## src/rtl/bram_read_bridge.sv

```systemverilog
// Bridges an asynchronous 128-bit line read request onto a 32-bit BRAM port:
// four word reads per line, reassembled into a registered line with a done pulse.
module bram_read_bridge #(
    parameter int ADDR_WIDTH   = 10,
    parameter int READ_LATENCY = 2
) (
    input  logic                  clk,
    input  logic                  rst,
    input  logic                  RD_START,
    input  logic [31:0]           RD_ADDR,
    output logic [127:0]          RD_DATA,
    output logic                  RD_DONE,
    output logic                  bram_en,
    output logic [ADDR_WIDTH-1:0] bram_addr,
    input  logic [31:0]           bram_dout,
    output logic                  busy,
    output logic                  overrun,
    output logic                  range_err
);

    typedef enum logic [1:0] {IDLE, ISSUE, DRAIN, DONE} state_t;

    localparam logic [1:0] DRAIN_LAST = 2'(READ_LATENCY - 1);

    state_t                    state;
    logic [1:0]                cnt;
    logic                      startSync1, startSync2, startPrev;
    logic                      request;
    logic                      addrBad;
    logic [ADDR_WIDTH-3:0]     base;
    logic                      baseBad;
    logic [READ_LATENCY-1:0]   validPipe;
    logic [READ_LATENCY:0]     validTap;
    logic [2*READ_LATENCY-1:0] beatPipe;
    logic [2*READ_LATENCY+1:0] beatTap;
    logic [1:0]                beatOut;
    logic [127:0]              shadow, shadowNext;

    assign request  = startSync2 & ~startPrev;
    assign addrBad  = (RD_ADDR >> (ADDR_WIDTH - 2)) != 32'd0;
    assign validTap = {validPipe, bram_en};
    assign beatTap  = {beatPipe, bram_addr[1:0]};
    assign beatOut  = beatPipe[2*READ_LATENCY-1 -: 2];

    // The last beat lands on the same edge that publishes the line, so the
    // published value must include the word being captured this cycle.
    always_comb begin
        shadowNext = shadow;
        if (validPipe[READ_LATENCY-1])
            shadowNext[{beatOut, 5'b0} +: 32] = bram_dout;
    end

    always_ff @(posedge clk) begin
        if (rst) begin
            startSync1 <= 1'b0;
            startSync2 <= 1'b0;
            startPrev  <= 1'b0;
            validPipe  <= '0;
            beatPipe   <= '0;
            shadow     <= '0;
        end else begin
            startSync1 <= RD_START;
            startSync2 <= startSync1;
            startPrev  <= startSync2;
            validPipe  <= validTap[READ_LATENCY-1:0];
            beatPipe   <= beatTap[2*READ_LATENCY-1:0];
            shadow     <= shadowNext;
        end
    end

    always_ff @(posedge clk) begin
        if (rst) begin
            state     <= IDLE;
            cnt       <= '0;
            base      <= '0;
            baseBad   <= 1'b0;
            bram_en   <= 1'b0;
            bram_addr <= '0;
            RD_DATA   <= '0;
            RD_DONE   <= 1'b0;
            busy      <= 1'b0;
            overrun   <= 1'b0;
            range_err <= 1'b0;
        end else begin
            if (request && state != IDLE)
                overrun <= 1'b1;
            case (state)
                IDLE: begin
                    if (request) begin
                        state     <= ISSUE;
                        cnt       <= '0;
                        busy      <= 1'b1;
                        base      <= RD_ADDR[ADDR_WIDTH-3:0];
                        baseBad   <= addrBad;
                        bram_en   <= ~addrBad;
                        bram_addr <= addrBad ? '0 : {RD_ADDR[ADDR_WIDTH-3:0], 2'b00};
                        if (addrBad)
                            range_err <= 1'b1;
                    end
                end
                ISSUE: begin
                    if (cnt == 2'd3) begin
                        state     <= DRAIN;
                        cnt       <= '0;
                        bram_en   <= 1'b0;
                        bram_addr <= '0;
                    end else begin
                        cnt <= cnt + 2'd1;
                        if (!baseBad)
                            bram_addr <= {base, cnt + 2'd1};
                    end
                end
                DRAIN: begin
                    if (cnt == DRAIN_LAST) begin
                        state   <= DONE;
                        cnt     <= '0;
                        RD_DONE <= 1'b1;
                        RD_DATA <= baseBad ? '0 : shadowNext;
                    end else begin
                        cnt <= cnt + 2'd1;
                    end
                end
                DONE: begin
                    if (cnt == 2'd1) begin
                        state   <= IDLE;
                        cnt     <= '0;
                        RD_DONE <= 1'b0;
                        busy    <= 1'b0;
                    end else begin
                        cnt <= cnt + 2'd1;
                    end
                end
                default: state <= IDLE;
            endcase
        end
    end

endmodule

```

## config.mk

```make
export PLATFORM = sky130hd
export DESIGN_NAME = bram_read_bridge
export DESIGN_NICKNAME = d
export VERILOG_FILES = /design/src/rtl/bram_read_bridge.sv
export SDC_FILE = /design/constraint.sdc
export NUM_CORES = 1
export LEC_CHECK = 0
export ABC_AREA = 1
export CORE_MARGIN = 2
export CORE_UTILIZATION = 47
export DETAILED_ROUTE_END_ITERATION = 8
export GPL_TIMING_DRIVEN = 0
export PLACE_DENSITY = 0.73
export SKIP_CTS_REPAIR_TIMING = 1
export SKIP_LAST_GASP = 1
export SLEW_MARGIN = 20
export SYNTH_ARGS = -nofsm -noshare
export SYNTH_HDL_FRONTEND = slang
export SYNTH_SLANG_ARGS = --single-unit
```

## constraint.sdc

```tcl
create_clock -name clk -period 3.1 [get_ports clk]
set_clock_uncertainty 0.2 [all_clocks]
set_input_delay 0.465 -clock clk [delete_from_list [all_inputs] [get_ports clk]]
set_output_delay 0.465 -clock clk [all_outputs]
set_load 0.05 [all_outputs]
```

==> results of run 1 <==
tightest hold or removal path: stages, from the launching register on:
cell     delay, ns
dfxtp_1       0.30
inv_1         0.04
nor2_1        0.03
routing by layer:
metal | global-route usage (%) | wire length [µm]
met5 | 0 | 0
met4 | 7.89 | 889
met3 | 4.74 | 2570
met2 | 42.2 | 15100
met1 | 33.7 | 14000
state kept, by name (all words and copies together), names as in the netlist:
register	count
bram_addr	10
bram_en	1
range_err	1
startSync2	1
startSync1	1
baseBad	1
overrun	1
cnt	2
startPrev	1
shadow	128
RD_DATA	128
state	2
base	8
busy	1
validPipe	2
RD_DONE	1
beatPipe	4
power by group:
part / internal (mW) / leakage [nW] / switching, mW
registers: 3.89 / 2.36 / 0.0618
clock network: 1.77 / 0.409 / 1.40
logic: 0.363 / 2.51 / 0.797
total: 6.02 / 5.28 / 2.26
Yosys cell counts, drive strengths merged:
| cell | instances | area [µm²] |
|---|---|---|
| o21a | 1 | 7.51 |
| o22ai | 54 | 338 |
| buf | 37 | 165 |
| nor2 | 119 | 449 |
| nand2 | 459 | 1720 |
| a21oi | 216 | 1080 |
| or2 | 2 | 12.5 |
| o21ai | 32 | 160 |
| o31ai | 1 | 7.51 |
| clkinv | 3 | 13.8 |
| dfxtp | 293 | 5870 |
| inv | 160 | 601 |
| nor3 | 4 | 30.0 |
| nand4 | 1 | 6.26 |
| clkbuf | 58 | 218 |
| nand3 | 76 | 390 |
| ha | 13 | 163 |
layout make-up:
type	instances	area, µm²
Clock inverter	6	36.3
Fill cell	2143	8930
Inverter	163	614
Timing Repair Buffer	208	2080
Sequential cell	293	5870
Clock buffer	40	797
Multi-Input combinational cell	978	4370
Buffer	95	384
Tap cell	319	399
kinds of logic (layout without fill, tap and decap cells):
group	count (synthesis)	after routing
AO/OA/AOI/OAI	304	304
adder cells (fa/ha/maj)	13	13
buffers and inverters	258	512
flip-flops	293	293
AND/OR/NAND/NOR	661	661
final timing paths:
check | startpoint | end | slack [ns] | depth (start not counted)
max | beatPipe[2] | RD_DATA[86] | 0.29 | 11
max reg2reg | beatPipe[2] | RD_DATA[86] | 0.29 | 11
min | startSync1 | startSync2 | 0.21 | 2
min reg2reg | startSync1 | startSync2 | 0.21 | 2
==> key figures, run 1 <==
Power
  – PD cells: 569 mW/mm²
  – Leakage: 5.28 nW
  – Power consumption: 8.28 mW
  – Worst VDD drop: 0.000514 V

GRT
  – GR Overflow Total: 0
  – Initial antenna violation count: 0
  – Number of global-route vias before repair: 9,879
  – Tot GR Track Use: 25.4%
  – First-pass GRT wire length: 50,200 µm
  – Largest net degree at the start of global routing: 15

Clocking
  – Worst-skew pair later-pin latency: 0.54 ns
  – CTS tree: yes
  – CTS buffer count: 29
  – Clock buffer depth: 3
  – Register clock-pin slew on the reported worst setup and hold paths: 0.06 ns
  – CTS HTree Levels: 1
  – Number of clock sinks: 293
  – CTS root buf: clkbuf_16

Setup path
  – Slowest CP cell: ha_1
  – Buffers & Inverters on Critical Path: 5
  – Crit path launch type: flip-flop
  – Slowest Stage Delay on Critical Path: 0.38 ns
  – Setup Crit Path Kind: flip-flop to flip-flop
  – Endpoint type of the worst setup path: flip-flop
  – Critical path arrival: 3.08 ns
  – Required @ worst endpoint: 3.37 ns
  – Critical path fanouts, max: 10
  – Crit path max-delay family: buffers and inverters
  – Crit-path cells: buf_2 > clkbuf_2 > inv_1 > ha_1 > inv_2 > nor3_2 > buf_2 > nand3_1 > nand2_1 > nand2_1 > a21oi_1

Cells and area
  – Utilization after layout: 62.0%
  – Final std cells w/o fill: 2,102
  – Final net count: 1,848
  – Most frequent cells in the layout: nand2_1 (459), dfxtp_1 (293), a21oi_1 (216)
  – Commonest non-fill, non-tap cell in the layout: nand2_1
  – Fin area: 0.0145 mm²
  – Layout area overhead: 29.5%
  – Share of layout cells above drive strength 1: 3.93%
  – Inserted Diodes: 0

Placed design
  – IO buf count: 208
  – Pre-CTS setup slack: 0.199 ns
  – Placed Cells: 2,056
  – Placed Area: 0.0137 mm²
  – DP Wirelength: 24,300 µm
  – RePlAce Congestion: 0.921

Synth
  – Cells after Synth: 1,529
  – Yosys warns: 0
  – Synth cell types: 23
  – Mux cell area share after synthesis: 0%
  – Mean post-synth cell area: 7.35 µm²
  – Synth Cell Area: 0.0112 mm²
  – Simple-Gate Fraction of Synth Area: 23.3%
  – Syn_nets: 1,609
  – Seq/Total Area, Yosys: 52.2%
  – Synth Area in Adders: 1.45%
  – Flop and latch count out of synthesis: 293
  – Synth Area in XOR/XNOR: 0%
  – Largest family of logic cells by synthesized area: simple AND/OR/NAND/NOR gates
  – Post-synthesis compound-gate area fraction: 14.2%

Detailed routing
  – DRT Pass-1 Iters: 7
  – Vias per cell: 5.07
  – DRT Wirelength: 32,500 µm
  – Initial DRC count: 797
  – DRT antenna net count: 0
  – Post-route DRC: 0
  – Via Count: 10,700
  – WL/cell: 15.5 µm

STA
  – Final setup fails: 0
  – Slew of the pin with the lowest slew margin: 0.845 ns
  – Fin crit period: 2.81 ns
  – F_max: 356 MHz
  – Fin. max-slew vios: 0
  – Setup ws final: 0.288 ns
  – Period utilization: 90.7%
  – Max_slew headroom: 43.7%
  – Setup_tns: 0 ns
  – Final Hold Fails: 0
  – RSZ-0062 raised after global routing: false
  – Worst Hold Slack: 0.206 ns

Die
  – Placeable Area: 0.0235 mm²
  – Initial Util: 47.8%
  – Die area: 0.0251 mm²
  – IO Pins: 210
  – Die W: 159 µm
  – Row count: 56
  – Chip Height: 159 µm

Flow run
  – Max-cap violations: 0

Status
  – Status: finished clean

Hold path
  – HP Class: flip-flop to flip-flop
Note: power is estimated with default switching activity, not from simulation.
==> run 2, diff against run 1 <==
--- a/config.mk
+++ b/config.mk
@@ -7,10 +7,10 @@
 export LEC_CHECK = 0
 export ABC_AREA = 1
 export CORE_MARGIN = 2
-export CORE_UTILIZATION = 47
+export CORE_UTILIZATION = 40
 export DETAILED_ROUTE_END_ITERATION = 8
 export GPL_TIMING_DRIVEN = 0
-export PLACE_DENSITY = 0.73
+export HOLD_SLACK_MARGIN = 0.08
 export SKIP_CTS_REPAIR_TIMING = 1
 export SKIP_LAST_GASP = 1
 export SLEW_MARGIN = 20
==> run 2 against run 1 <==
Against the previous run: global-route usage is 2.6 points lower; final cell count is 3.4% higher; clock power is 22% higher; fmax is 0.91% higher; flip-flop and latch count stayed put; total power is 8.5% higher; hold slack worse by 0.0019 ns.
==> key figures, run 2 (same netlist as run 1, synthesis figures left out) <==
Status
  – Status: finished clean (unchanged)

STA
  – Period utilization: 89.9% (was 90.7%)
  – Max_slew headroom: 31.8% (was 43.7%)
  – Setup_tns: 0 ns (unchanged)
  – Fin crit period: 2.79 ns (was 2.81 ns)
  – Final setup fails: 0 (unchanged)
  – RSZ-0062 raised after global routing: false (unchanged)
  – Fin. max-slew vios: 0 (unchanged)
  – Slew of the pin with the lowest slew margin: 1.02 ns (was 0.845 ns)
  – Worst Hold Slack: 0.204 ns (was 0.206 ns)
  – Final Hold Fails: 0 (unchanged)
  – F_max: 359 MHz (was 356 MHz)

Die
  – Chip Height: 172 µm (was 159 µm)
  – Row count: 61 (was 56)
  – IO Pins: 210 (unchanged)
  – Die W: 172 µm (was 159 µm)
  – Initial Util: 40.5% (was 47.8%)
  – Die area: 0.0294 mm² (was 0.0251 mm²)
  – Placeable Area: 0.0277 mm² (was 0.0235 mm²)

Clocking
  – CTS root buf: clkbuf_16 (unchanged)
  – Register clock-pin slew on the reported worst setup and hold paths: 0.06 ns (about the same)
  – Clock buffer depth: 3 (unchanged)
  – Worst-skew pair later-pin latency: 0.51 ns (was 0.54 ns)
  – CTS tree: yes (unchanged)
  – CTS HTree Levels: 2 (was 1)
  – Number of clock sinks: 293 (unchanged)
  – CTS buffer count: 34 (was 29)

Setup path
  – Required @ worst endpoint: 3.33 ns (was 3.37 ns)
  – Endpoint type of the worst setup path: flip-flop (unchanged)
  – Slowest CP cell: o21ai_0 (was ha_1)
  – R2r worst-path depth: 10 (was 11)
  – Crit path launch type: flip-flop (unchanged)
  – Setup Crit Path Kind: flip-flop to flip-flop (unchanged)
  – Reg2reg end: RD_DATA[35] (was RD_DATA[86])
  – Crit-path cells: buf_2 > clkbuf_2 > inv_1 > ha_1 > inv_1 > nand3_2 > buf_2 > o21ai_0 > nand2_1 > a21oi_1 (was buf_2 > clkbuf_2 > inv_1 > ha_1 > inv_2 > nor3_2 > buf_2 > nand3_1 > nand2_1 > nand2_1 > a21oi_1)
  – Slowest Stage Delay on Critical Path: 0.40 ns (was 0.38 ns)
  – R2R setup slack: 0.31 ns (was 0.29 ns)
  – Critical path arrival: 3.01 ns (was 3.08 ns)
  – Origin of the critical flop-to-flop path: beatPipe[2] (unchanged)
  – Critical path fanouts, max: 10 (unchanged)

Power
  – Seq pwr share: 43.9% (was 47.7%)
  – Worst VDD drop: 0.000612 V (was 0.000514 V)
  – Sw Pwr: 2.39 mW (was 2.26 mW)
  – Clock power share: 43.1% (was 38.3%)
  – PD cells: 604 mW/mm² (was 569 mW/mm²)
  – Int Pwr: 6.60 mW (was 6.02 mW)
  – Net Sw Frac: 26.6% (was 27.3%)
  – Leakage: 5.41 nW (was 5.28 nW)
  – Combinational Power Share: 13.0% (was 14.0%)

Cells and area
  – Biggest regs: RD_DATA (128), shadow (128), bram_addr (10) (unchanged)
  – Inserted Diodes: 0 (unchanged)
  – Utilization after layout: 53.7% (was 62.0%)
  – Final net count: 1,853 (was 1,848)
  – Commonest non-fill, non-tap cell in the layout: nand2_1 (unchanged)
  – Filler Cell Count: 2,759 (was 2,143)
  – Share of layout cells above drive strength 1: 4.51% (was 3.93%)
  – Most frequent cells in the layout: nand2_1 (459), dfxtp_1 (293), a21oi_1 (216) (unchanged)
  – Layout area overhead: 32.4% (was 29.5%)

GRT
  – Number of global-route vias before repair: 9,887 (was 9,879)
  – Tot GR Track Use: 22.8% (was 25.4%)
  – First-pass GRT wire length: 52,400 µm (was 50,200 µm)
  – GR Overflow Total: 0 (unchanged)
  – Largest net degree at the start of global routing: 14 (was 15)
  – Initial antenna violation count: 0 (unchanged)

Detailed routing
  – DRT antenna net count: 0 (unchanged)
  – Initial DRC count: 726 (was 797)
  – Post-route DRC: 0 (unchanged)
  – WL/cell: 15.6 µm (was 15.5 µm)
  – Via Count: 10,500 (was 10,700)
  – DRT Wirelength: 34,000 µm (was 32,500 µm)
  – DRT Pass-1 Iters: 5 (was 7)
  – Vias per cell: 4.83 (was 5.07)

Hold path
  – Worst Hold Depth: 2 (unchanged)
  – Hold path endpoint: beatPipe[3] (was startSync2)
  – HP Class: flip-flop to flip-flop (unchanged)
  – Hold Path Origin: beatPipe[1] (was startSync1)

Placed design
  – IO buf count: 208 (unchanged)
  – RePlAce Congestion: 0.846 (was 0.921)
  – DP Wirelength: 25,200 µm (was 24,300 µm)

Flow run
  – Max-cap violations: 0 (unchanged)
run 2: critical path: cells and delay by family, from the launching register on:
family / cells / cell delay (ns)
compound gates: 2 / 0.54
flops: 1 / 0.37
buf+inv: 5 / 1.03
simple gates: 2 / 0.30
fa+ha+maj: 1 / 0.26
run 2: routing by layer:
layer  global-route usage [%]  share of wire, %  vias to the layer above
met5                        0                 0                        -
met4                     6.26               2.1                        0
met3                     4.00               7.2                       50
met2                     38.1                46                      340
met1                     30.4                44                     4778
li1                         -                 -                     5337
run 2: worst max-delay path by stage:
stage | from | end | slack (ns)
floorplan | beatPipe[2] | RD_DATA[66] | 0.78
global placement | beatPipe[2] | RD_DATA[86] | 0.21
detailed placement | beatPipe[2] | RD_DATA[86] | 0.16
CTS | beatPipe[2] | RD_DATA[86] | 0.14
global route | beatPipe[2] | RD_DATA[86] | 0.1
finish | beatPipe[2] | RD_DATA[35] | 0.31
run 2: final cells by class:
cell class,count,area [µm²],share of cell area [%]
plain buffers,95,384,2.58
clock buffers,50,1010,6.82
clock inverters,8,68.8,0.463
inverters,163,614,4.13
multi-input cells,978,4370,29.4
flip-flops and latches,293,5870,39.4
well taps,378,473,3.18
repair buffers,208,2080,14.0
run 2: power by group through the flow:
stage	Sequential (mW)	Clock [mW]	Combinational, mW
finish	3.95	3.87	1.17
global route	3.96	4.10	1.28
CTS	3.95	3.94	1.17
detailed placement	4.03	0	1.16
global placement	4.03	0	1.16
floorplan	4.22	0	0.539
run 2: stage by stage:
stage | cells | total power [mW] | worst slack [ns] | area [µm²]
after floorplan | 1529 | 4.76 | 0.777 | 11200
after global placement | 2115 | 5.19 | 0.213 | 13800
after detailed placement | 2115 | 5.19 | 0.160 | 13800
after CTS | 2173 | 9.06 | 0.143 | 14900
after global routing | 2173 | 9.34 | 0.0956 | 14900
final | 2173 | 8.99 | 0.313 | 14900
